[config.mk]
export PLATFORM = sky130hd
export DESIGN_NAME = uart_tx
export DESIGN_NICKNAME = d
export VERILOG_FILES = /design/src/rtl/uart_pkg.sv /design/src/rtl/uart_baud_cnt.sv /design/src/rtl/uart_tx.sv
export SDC_FILE = /design/constraint.sdc
export NUM_CORES = 1
export LEC_CHECK = 0
export CORE_AREA = 2 2 63 65
export DETAILED_ROUTE_END_ITERATION = 6
export DIE_AREA = 0 0 65 67
export PLACE_DENSITY = 0.71
export SYNTH_ARGS = -nofsm -noshare
export SYNTH_HDL_FRONTEND = slang
export SYNTH_SLANG_ARGS = --single-unit
[constraint.sdc]
create_clock -name clk -period 7.46 [get_ports clk]
set_input_delay 1.865 -clock clk [delete_from_list [all_inputs] [get_ports clk]]
set_output_delay 1.865 -clock clk [all_outputs]
set_load 0.01 [all_outputs]
[src/rtl/uart_pkg.sv]
// Definitions shared by the UART transmitter and receiver.
// It holds the FSM state encoding and the line-level and parity-type constants.
package uart_pkg;

  typedef enum logic [2:0] {
    IDLE   = 3'd0,
    START  = 3'd1,
    DATA   = 3'd2,
    PARITY = 3'd3,
    STOP   = 3'd4
  } uart_state_e;

  localparam logic PAR_EVEN  = 1'b0;
  localparam logic PAR_ODD   = 1'b1;
  localparam logic START_BIT = 1'b0;
  localparam logic STOP_BIT  = 1'b1;

endpackage

[src/rtl/uart_baud_cnt.sv]
// Baud counter: counts 0..prescale-1 and raises tick on the last clock of each bit period.
// A prescale of 0 is treated as 1, so tick is then high on every clock.
module uart_baud_cnt #(
  parameter int WIDTH = 6
) (
  input  logic             clk,
  input  logic             rst_n,
  input  logic             clear,
  input  logic [WIDTH-1:0] prescale,
  output logic             tick
);

  logic [WIDTH-1:0] cnt_r;
  logic [WIDTH-1:0] last_s;

  // Terminal count value, saturating a zero prescale to one clock per bit
  always_comb begin
    last_s = {WIDTH{1'b0}};
    if (prescale != {WIDTH{1'b0}}) begin
      last_s = prescale - {{(WIDTH-1){1'b0}}, 1'b1};
    end else begin
      last_s = {WIDTH{1'b0}};
    end
  end

  assign tick = !clear && (cnt_r == last_s);

  // Count register, restarted by clear or by reaching the terminal count
  always_ff @(posedge clk or negedge rst_n) begin
    if (!rst_n) begin
      cnt_r <= {WIDTH{1'b0}};
    end else if (clear || tick) begin
      cnt_r <= {WIDTH{1'b0}};
    end else begin
      cnt_r <= cnt_r + {{(WIDTH-1){1'b0}}, 1'b1};
    end
  end

endmodule

[src/rtl/uart_tx.sv]
// UART transmitter: start, DATA_WIDTH data bits LSB first, optional parity, then stop.
// Each bit lasts prescale clocks; all frame settings are captured when the byte is accepted.
module uart_tx
  import uart_pkg::*;
#(
  parameter int DATA_WIDTH     = 8,
  parameter int PRESCALE_WIDTH = 6
) (
  input  logic                      clk,
  input  logic                      rst_n,
  input  logic [DATA_WIDTH-1:0]     P_DATA,
  input  logic                      DATA_VALID,
  input  logic                      PAR_EN,
  input  logic                      PAR_TYP,
  input  logic [PRESCALE_WIDTH-1:0] prescale,
  output logic                      TX_OUT,
  output logic                      busy
);

  localparam int IDX_W = (DATA_WIDTH > 1) ? $clog2(DATA_WIDTH) : 1;
  localparam logic [IDX_W-1:0] IDX_ZERO = {IDX_W{1'b0}};
  localparam logic [IDX_W-1:0] IDX_ONE  = {{(IDX_W-1){1'b0}}, 1'b1};
  localparam logic [IDX_W-1:0] IDX_LAST = IDX_W'(DATA_WIDTH - 1);

  function automatic logic parity_bit(input logic [DATA_WIDTH-1:0] data, input logic par_typ);
    if (par_typ == PAR_ODD) begin
      parity_bit = ~^data;
    end else begin
      parity_bit = ^data;
    end
  endfunction

  uart_state_e               state_r, state_nxt;
  logic [IDX_W-1:0]          idx_r, idx_nxt;
  logic [DATA_WIDTH-1:0]     data_r;
  logic                      par_en_r;
  logic                      par_bit_r;
  logic [PRESCALE_WIDTH-1:0] prescale_r;
  logic                      tx_r, tx_nxt;
  logic                      busy_r, busy_nxt;
  logic                      accept_s;
  logic                      tick_s;

  uart_baud_cnt #(
    .WIDTH(PRESCALE_WIDTH)
  ) u_baud_cnt (
    .clk     (clk),
    .rst_n   (rst_n),
    .clear   (state_r == IDLE),
    .prescale(prescale_r),
    .tick    (tick_s)
  );

  // Next-state, bit index and next line level; the line level follows the upcoming state
  always_comb begin
    state_nxt = state_r;
    idx_nxt   = idx_r;
    tx_nxt    = tx_r;
    accept_s  = 1'b0;
    case (state_r)
      IDLE: begin
        if (DATA_VALID) begin
          accept_s  = 1'b1;
          state_nxt = START;
        end else begin
          state_nxt = IDLE;
        end
      end
      START: begin
        if (tick_s) begin
          state_nxt = DATA;
          idx_nxt   = IDX_ZERO;
        end else begin
          state_nxt = START;
        end
      end
      DATA: begin
        if (tick_s && (idx_r == IDX_LAST)) begin
          idx_nxt   = IDX_ZERO;
          state_nxt = par_en_r ? PARITY : STOP;
        end else if (tick_s) begin
          idx_nxt = idx_r + IDX_ONE;
        end else begin
          idx_nxt = idx_r;
        end
      end
      PARITY: begin
        if (tick_s) begin
          state_nxt = STOP;
        end else begin
          state_nxt = PARITY;
        end
      end
      STOP: begin
        if (tick_s) begin
          state_nxt = IDLE;
        end else begin
          state_nxt = STOP;
        end
      end
      default: begin
        state_nxt = IDLE;
        idx_nxt   = IDX_ZERO;
      end
    endcase

    case (state_nxt)
      IDLE:    tx_nxt = STOP_BIT;
      START:   tx_nxt = START_BIT;
      DATA:    tx_nxt = data_r[idx_nxt];
      PARITY:  tx_nxt = par_bit_r;
      STOP:    tx_nxt = STOP_BIT;
      default: tx_nxt = STOP_BIT;
    endcase
    busy_nxt = (state_nxt != IDLE);
  end

  // FSM state, bit index and the registered line/busy outputs
  always_ff @(posedge clk or negedge rst_n) begin
    if (!rst_n) begin
      state_r <= IDLE;
      idx_r   <= IDX_ZERO;
      tx_r    <= STOP_BIT;
      busy_r  <= 1'b0;
    end else begin
      state_r <= state_nxt;
      idx_r   <= idx_nxt;
      tx_r    <= tx_nxt;
      busy_r  <= busy_nxt;
    end
  end

  // Frame settings captured on accept so later input changes cannot disturb the frame
  always_ff @(posedge clk or negedge rst_n) begin
    if (!rst_n) begin
      data_r     <= {DATA_WIDTH{1'b0}};
      par_en_r   <= 1'b0;
      par_bit_r  <= 1'b0;
      prescale_r <= {PRESCALE_WIDTH{1'b0}};
    end else if (accept_s) begin
      data_r     <= P_DATA;
      par_en_r   <= PAR_EN;
      par_bit_r  <= parity_bit(P_DATA, PAR_TYP);
      prescale_r <= prescale;
    end else begin
      data_r     <= data_r;
      par_en_r   <= par_en_r;
      par_bit_r  <= par_bit_r;
      prescale_r <= prescale_r;
    end
  end

  assign TX_OUT = tx_r;
  assign busy   = busy_r;

endmodule

# Word-level counts from Yosys, hierarchy flattened

Index checks and enable logic that the tools add are counted.

Output and inout port bits: 2
Logic and storage cells: 51
Input bits: 19
Bits in registers: 30

Mux-type cells: 19
$lt $le $gt $ge: 1
$add $sub $neg: 3
Eq/ne operators: 9
Reduce and logical (&&, ||, !) cells: 10

Operators with widths:

| kind                                                        | count |
|---|---|
| 2-to-1 mux 3 bit                                            | 7 |
| case mux 3 bit (5 select lines)                             | 1 |
| == test 3 x 2 -> 1 bit (second input constant)              | 4 |
| 2-to-1 mux 6 bit                                            | 2 |
| case mux 3 bit (3 select lines)                             | 1 |
| XNOR reduction 8 bit                                        | 1 |
| parity 8 bit                                                | 1 |
| adder 6 x 1 -> 6 bit (second input constant)                | 1 |
| == test 3 x 1 -> 1 bit (second input constant)              | 2 |
| == test 3 bit (second input constant)                       | 2 |
| == test 6 bit                                               | 1 |
| nonzero test 6 bit                                          | 1 |
| subtractor 6 x 1 -> 6 bit (second input constant)           | 1 |
| 2-to-1 mux 1 bit                                            | 5 |
| less-than comparator 3 x 4 -> 1 bit (second input constant) | 1 |
| adder 3 x 1 -> 3 bit (second input constant)                | 1 |
| binary-select mux 1 bit (select 3 bit)                      | 1 |
| logical NOT 3 bit                                           | 1 |
| case mux 1 bit (3 select lines)                             | 1 |
| nonzero test 3 bit                                          | 1 |
| OR reduction 3 bit                                          | 1 |
| logical AND 1 bit                                           | 2 |
| 2-to-1 mux 2 bit                                            | 1 |
| logical NOT 1 bit                                           | 1 |
| logical OR 1 bit                                            | 1 |

# Logic depth before layout (Yosys ltp)

Depth after elaboration: 10
Mapped depth: 15
Depth with buffers taken out: 15

# By module

Synthesis repeated with hierarchy kept, for this count alone.

Cell total of the unflattened synthesis: 157
Area total of the unflattened synthesis: 1793.0 µm²

By module, submodules not included:

| module        | instances | seq. area each (µm²) | cells each | area an instance (µm²) |
|---|---|---|---|---|
| uart_tx       | 1         | 601.8                | 99         | 1247.4 |
| uart_baud_cnt | 1         | 150.1                | 58         | 545.5 |

# Worst setup path after synthesis

OpenSTA, ideal clock, no wires.

Path type: register -> register
Start: reg prescale_r[3]
End: reg tx_r, in the netlist TX_OUT
Slack: 4035 ps
Data required time: 7372 ps
Cell stages (with the launch flop): 15
Period minus slack after synthesis: 3425 ps
Buffers on the path: 1
Arrival: 3337 ps
Library setup time: 88 ps
Cells stage by stage: dfrtp_1 buf_6 or4_1 a22o_1 xor2_1 o2111ai_2 nor2_2 o21ai_0 ha_1 mux2_2 a32o_1 nor2_2 mux2_1 o211ai_1 a31oi_1

Cells in the longest elaborated chain, start to end: 10
Elaborated cells on any way between the ends: 21
Classes of those cells: add/sub (1); eq/ne (4); mux (13); reduce/logical (3)

RTL lines:

| element                                                                | line                                     | text |
|---|---|---|
| start, declared                                                        | uart_tx.sv:38                            | `logic [PRESCALE_WIDTH-1:0] prescale_r;` |
| start signal, assigned                                                 | uart_tx.sv:139                           | `prescale_r <= {PRESCALE_WIDTH{1'b0}};` |
| start signal, assigned                                                 | uart_tx.sv:144                           | `prescale_r <= prescale;` |
| start signal, assigned                                                 | uart_tx.sv:149                           | `prescale_r <= prescale_r;` |
| subtractor 6 x 1 -> 6 bit / nonzero test 6 bit (equally long branches) | uart_baud_cnt.sv:20, uart_baud_cnt.sv:19 |  |
| 2-to-1 mux 6 bit *                                                     | uart_baud_cnt.sv:19                      | `if (prescale != {WIDTH{1'b0}}) begin` |
| == test 6 bit *                                                        | uart_baud_cnt.sv:26                      | `assign tick = !clear && (cnt_r == last_s);` |
| logical AND 1 bit *                                                    | uart_baud_cnt.sv:26                      |  |
| 2-to-1 mux 3 bit / logical AND 1 bit (equally long branches)           | uart_tx.sv:81, uart_tx.sv:78             |  |
| 2-to-1 mux 3 bit                                                       | uart_tx.sv:78                            | `if (tick_s && (idx_r == IDX_LAST)) begin` |
| case mux 3 bit (3 select lines)                                        | uart_tx.sv:60                            | `case (state_r)` |
| binary-select mux 1 bit (select 3 bit)                                 | uart_tx.sv:110                           | `DATA: tx_nxt = data_r[idx_nxt];` |
| 2-to-1 mux 1 bit (not written as such)                                 | uart_tx.sv:110                           |  |
| case mux 1 bit (3 select lines) *                                      | uart_tx.sv:107                           | `case (state_nxt)` |
| net tx_nxt                                                             | uart_tx.sv:39                            | `logic tx_r, tx_nxt;` |
| end signal, assigned                                                   | uart_tx.sv:128                           | `tx_r <= tx_nxt;` |
| end, declared                                                          | uart_tx.sv:39                            |  |

Mark *: on every way through the listed nets, which the timed path passes. The rest lies on a longest branch. The select of a mux whose other input is x is not followed.
A chain may end at the register's enable or synchronous reset.

# Final worst setup path

Start: reg prescale_r[0]
End: reg tx_r, in the netlist TX_OUT

Same word-level chain as after synthesis.

==> flow_summary.json <==
{
  "synth_top_area_cell": "dfrtp_1",
  "post-dp-hpwl_um": 2800,
  "port_buffers": 20,
  "met2_usage": 0.318,
  "clk_path_buf_depth": 2,
  "finalSetupViolCount": 0,
  "antenna_cells": 0,
  "synthFlopType": "dfrtp_1",
  "fill_cells": 311,
  "grt_pass1_vias": 1425,
  "grt_pass1_wl_um": 6330,
  "start_util": 0.495,
  "antenna_found_initial": 0,
  "syn_nets": 193,
  "final_max_slew_viol_count": 0,
  "worstSetupStartpointType": "register",
  "cts_tree": "yes",
  "area_growth_pct": 19.3,
  "drv_cap": 0,
  "cp.arrival_ns": 4.00,
  "slew_headroom": 0.467,
  "cts_hold_buf": 0,
  "clock_skew_ns": 0.00393,
  "worstPathCellList": "inv_1, ha_1, nor4_1, and3_2, a31o_2, o2111ai_2, nor2_2, o21ai_0, ha_1, mux2_2, a32o_1, nor2_2, mux2_1, o211ai_1, a31oi_1",
  "crit_type": "reg2reg",
  "leakagePower_uw": 0.000871,
  "use_met3": 0.0574,
  "synthArstFlopShare": 1.00,
  "ir_drop_v": 0.000216,
  "cts_setup_buffers": 0,
  "holdPathStages": 2,
  "use_met1": 0.237,
  "syn_area_mm2": 0.00179,
  "ant_nets": 0,
  "gp_congestion": 0.857,
  "synth_common_cells": "dfrtp_1 (29), mux2_2 (16), nor2_1 (12)",
  "drc": 0,
  "worst_pin_slew_ns": 0.797,
  "ys_warn_count": 0,
  "grt_setup_unrepaired": "false",
  "drtPass1Iterations": 4,
  "overflow": 0,
  "fp.dieH_um": 67,
  "synth_area_leaders": "dfrtp_1 (41%), mux2_2 (10%), xnor2_1 (5.4%)",
  "r2r-end": "TX_OUT",
  "synth-edff-count": 0,
  "num_io_pins": 21,
  "yosysMostFrequentCell": "dfrtp_1",
  "ys_types": 54,
  "grt-busiest-layer": "met2",
  "finalCriticalPeriod_ns": 3.78,
  "cts-resized-gates": 0,
  "status": "finished, final reports clean",
  "hold_path_end": "par_bit_r",
  "fmax_mhz": 264,
  "cpMaxStageDelayCell": "dfrtp_1",
  "drive_gt1_frac": 0.223,
  "worstSetupEndpointType": "register",
  "clk_latency_ns": 0.29,
  "ff2ff_path_depth": 15,
  "coreArea_mm2": 0.00361,
  "synthCells": 169,
  "whs_ns": 0.487,
  "avgSynthCellArea_um2": 10.6,
  "setup_tns_ns": 0,
  "clock-sinks": 30,
  "grt_max_degree": 31,
  "rrSetupSlack_ns": 3.68,
  "min_path_type": "reg2reg",
  "power_density_mw_per_mm2": 372,
  "final-seq-area_um2": 752,
  "multi_input_area_um2": 961,
  "postRouteWirelength_um": 3650,
  "clockRootBuffer": "clkbuf_8",
  "min_period_over_period": 0.507,
  "min_from": "par_bit_r",
  "avgRoutedWirePerCell_um": 15.2,
  "cp_max_fo": 8,
  "synth_top_area_frac": 0.406,
  "worstSetupStartpoint": "prescale_r[0]",
  "htreeDepth": 2,
  "ys_seq_elements": 30,
  "rows": 22,
  "final_nets": 216,
  "dr_total_vias": 1390,
  "hold_violations": 0,
  "critPathMaxStageDelay_ns": 0.44,
  "grtUsageTotal": 0.195,
  "dieArea_mm2": 0.00436,
  "cts_made_buffers": 5,
  "via_per_inst": 5.77,
  "r2r_start": "prescale_r[0]",
  "drt_iter0_drc": 66,
  "required_ns": 7.68,
  "fp.dieW_um": 65,
  "yosysSeqAreaShare": 0.421,
  "clkTransAtPathRegs_ns": 0.07
}
[sequential cells by signal (all words and copies together) (netlist names)]
name	cells
par_bit_r	1
TX_OUT	1
data_r	8
par_en_r	1
state_r	3
busy	1
prescale_r	6
u_baud_cnt.cnt_r	6
idx_r	3
[critical path: cells and delay by family, from the launching register on]
family	cells	cell delay, ns
compound gates	6	1.01
fa+ha+maj	2	0.47
buf+inv	1	0.07
flops	1	0.44
mux	2	0.61
simple gates	4	1.09
[metrics by stage]
step           cell area, um2  setup WS (ns)  total power [uW]  cells  utilization
2_1_floorplan            1790           4.04               552    169            -
3_3_place_gp             2020           3.71               610    233        0.560
4_1_cts                  2130           3.67               799    241        0.591
5_1_grt                  2130           3.33               851    241        0.591
6_report                 2130           3.68               793    241        0.591
3_5_place_dp             2020           3.67               630    233        0.560
[power by group]
part | internal [uW] | total (uW) | switching [uW]
clock network | 99.2 | 166 | 66.7
logic | 160 | 315 | 155
registers | 228 | 312 | 83.3
[metal layers]
metal	routed length (um)	vias to the layer above
li1	-	664
met1	1570	665
met4	94	0
met3	236	10
met2	1750	51
met5	0	-
[logic make-up after synthesis]
logic type	synth area share
AND/OR/NAND/NOR	0.160
AO/OA/AOI/OAI	0.148
flip-flops	0.421
multiplexers	0.121
XOR/XNOR	0.0735
buffers and inverters	0.0413
adder cells (fa/ha/maj)	0.0350
[layout by cell type (no fill, tap or decap), types with 2 or more instances in the layout]
cell type,count
ha_1,5
clkdlybuf4s50_1,20
clkbuf_8,5
o31a_1,2
inv_1,9
a31o_2,2
nor2_1,12
xnor2_1,11
o211ai_1,3
mux2_2,16
nor2_2,2
nand3_1,6
clkinvlp_4,2
o31ai_1,3
nand2b_1,2
nand3b_1,2
or4_1,2
dfrtp_1,29
nand2_1,9
nor4_1,2
nor3_1,4
o21ai_0,5
xor2_1,4
nor3_2,2
a21oi_1,3
[final cells by class]
cell class | count | share of cell area
Inverter | 10 | 0.0176
Multi-Input combinational cell | 124 | 0.451
Clock buffer | 5 | 0.0323
Sequential cell | 30 | 0.353
Tap cell | 48 | 0.0282
Clock inverter | 3 | 0.0211
Timing Repair Buffer | 21 | 0.0974
[how the worst max path moves through the flow]
stage                        end  cells after the start
final                     TX_OUT                     15
after global routing      TX_OUT                     15
after CTS                 TX_OUT                     15
after detailed placement  TX_OUT                      5
after global placement    TX_OUT                      5
after floorplan           TX_OUT                     14
Power figures use the tool's default switching activity.
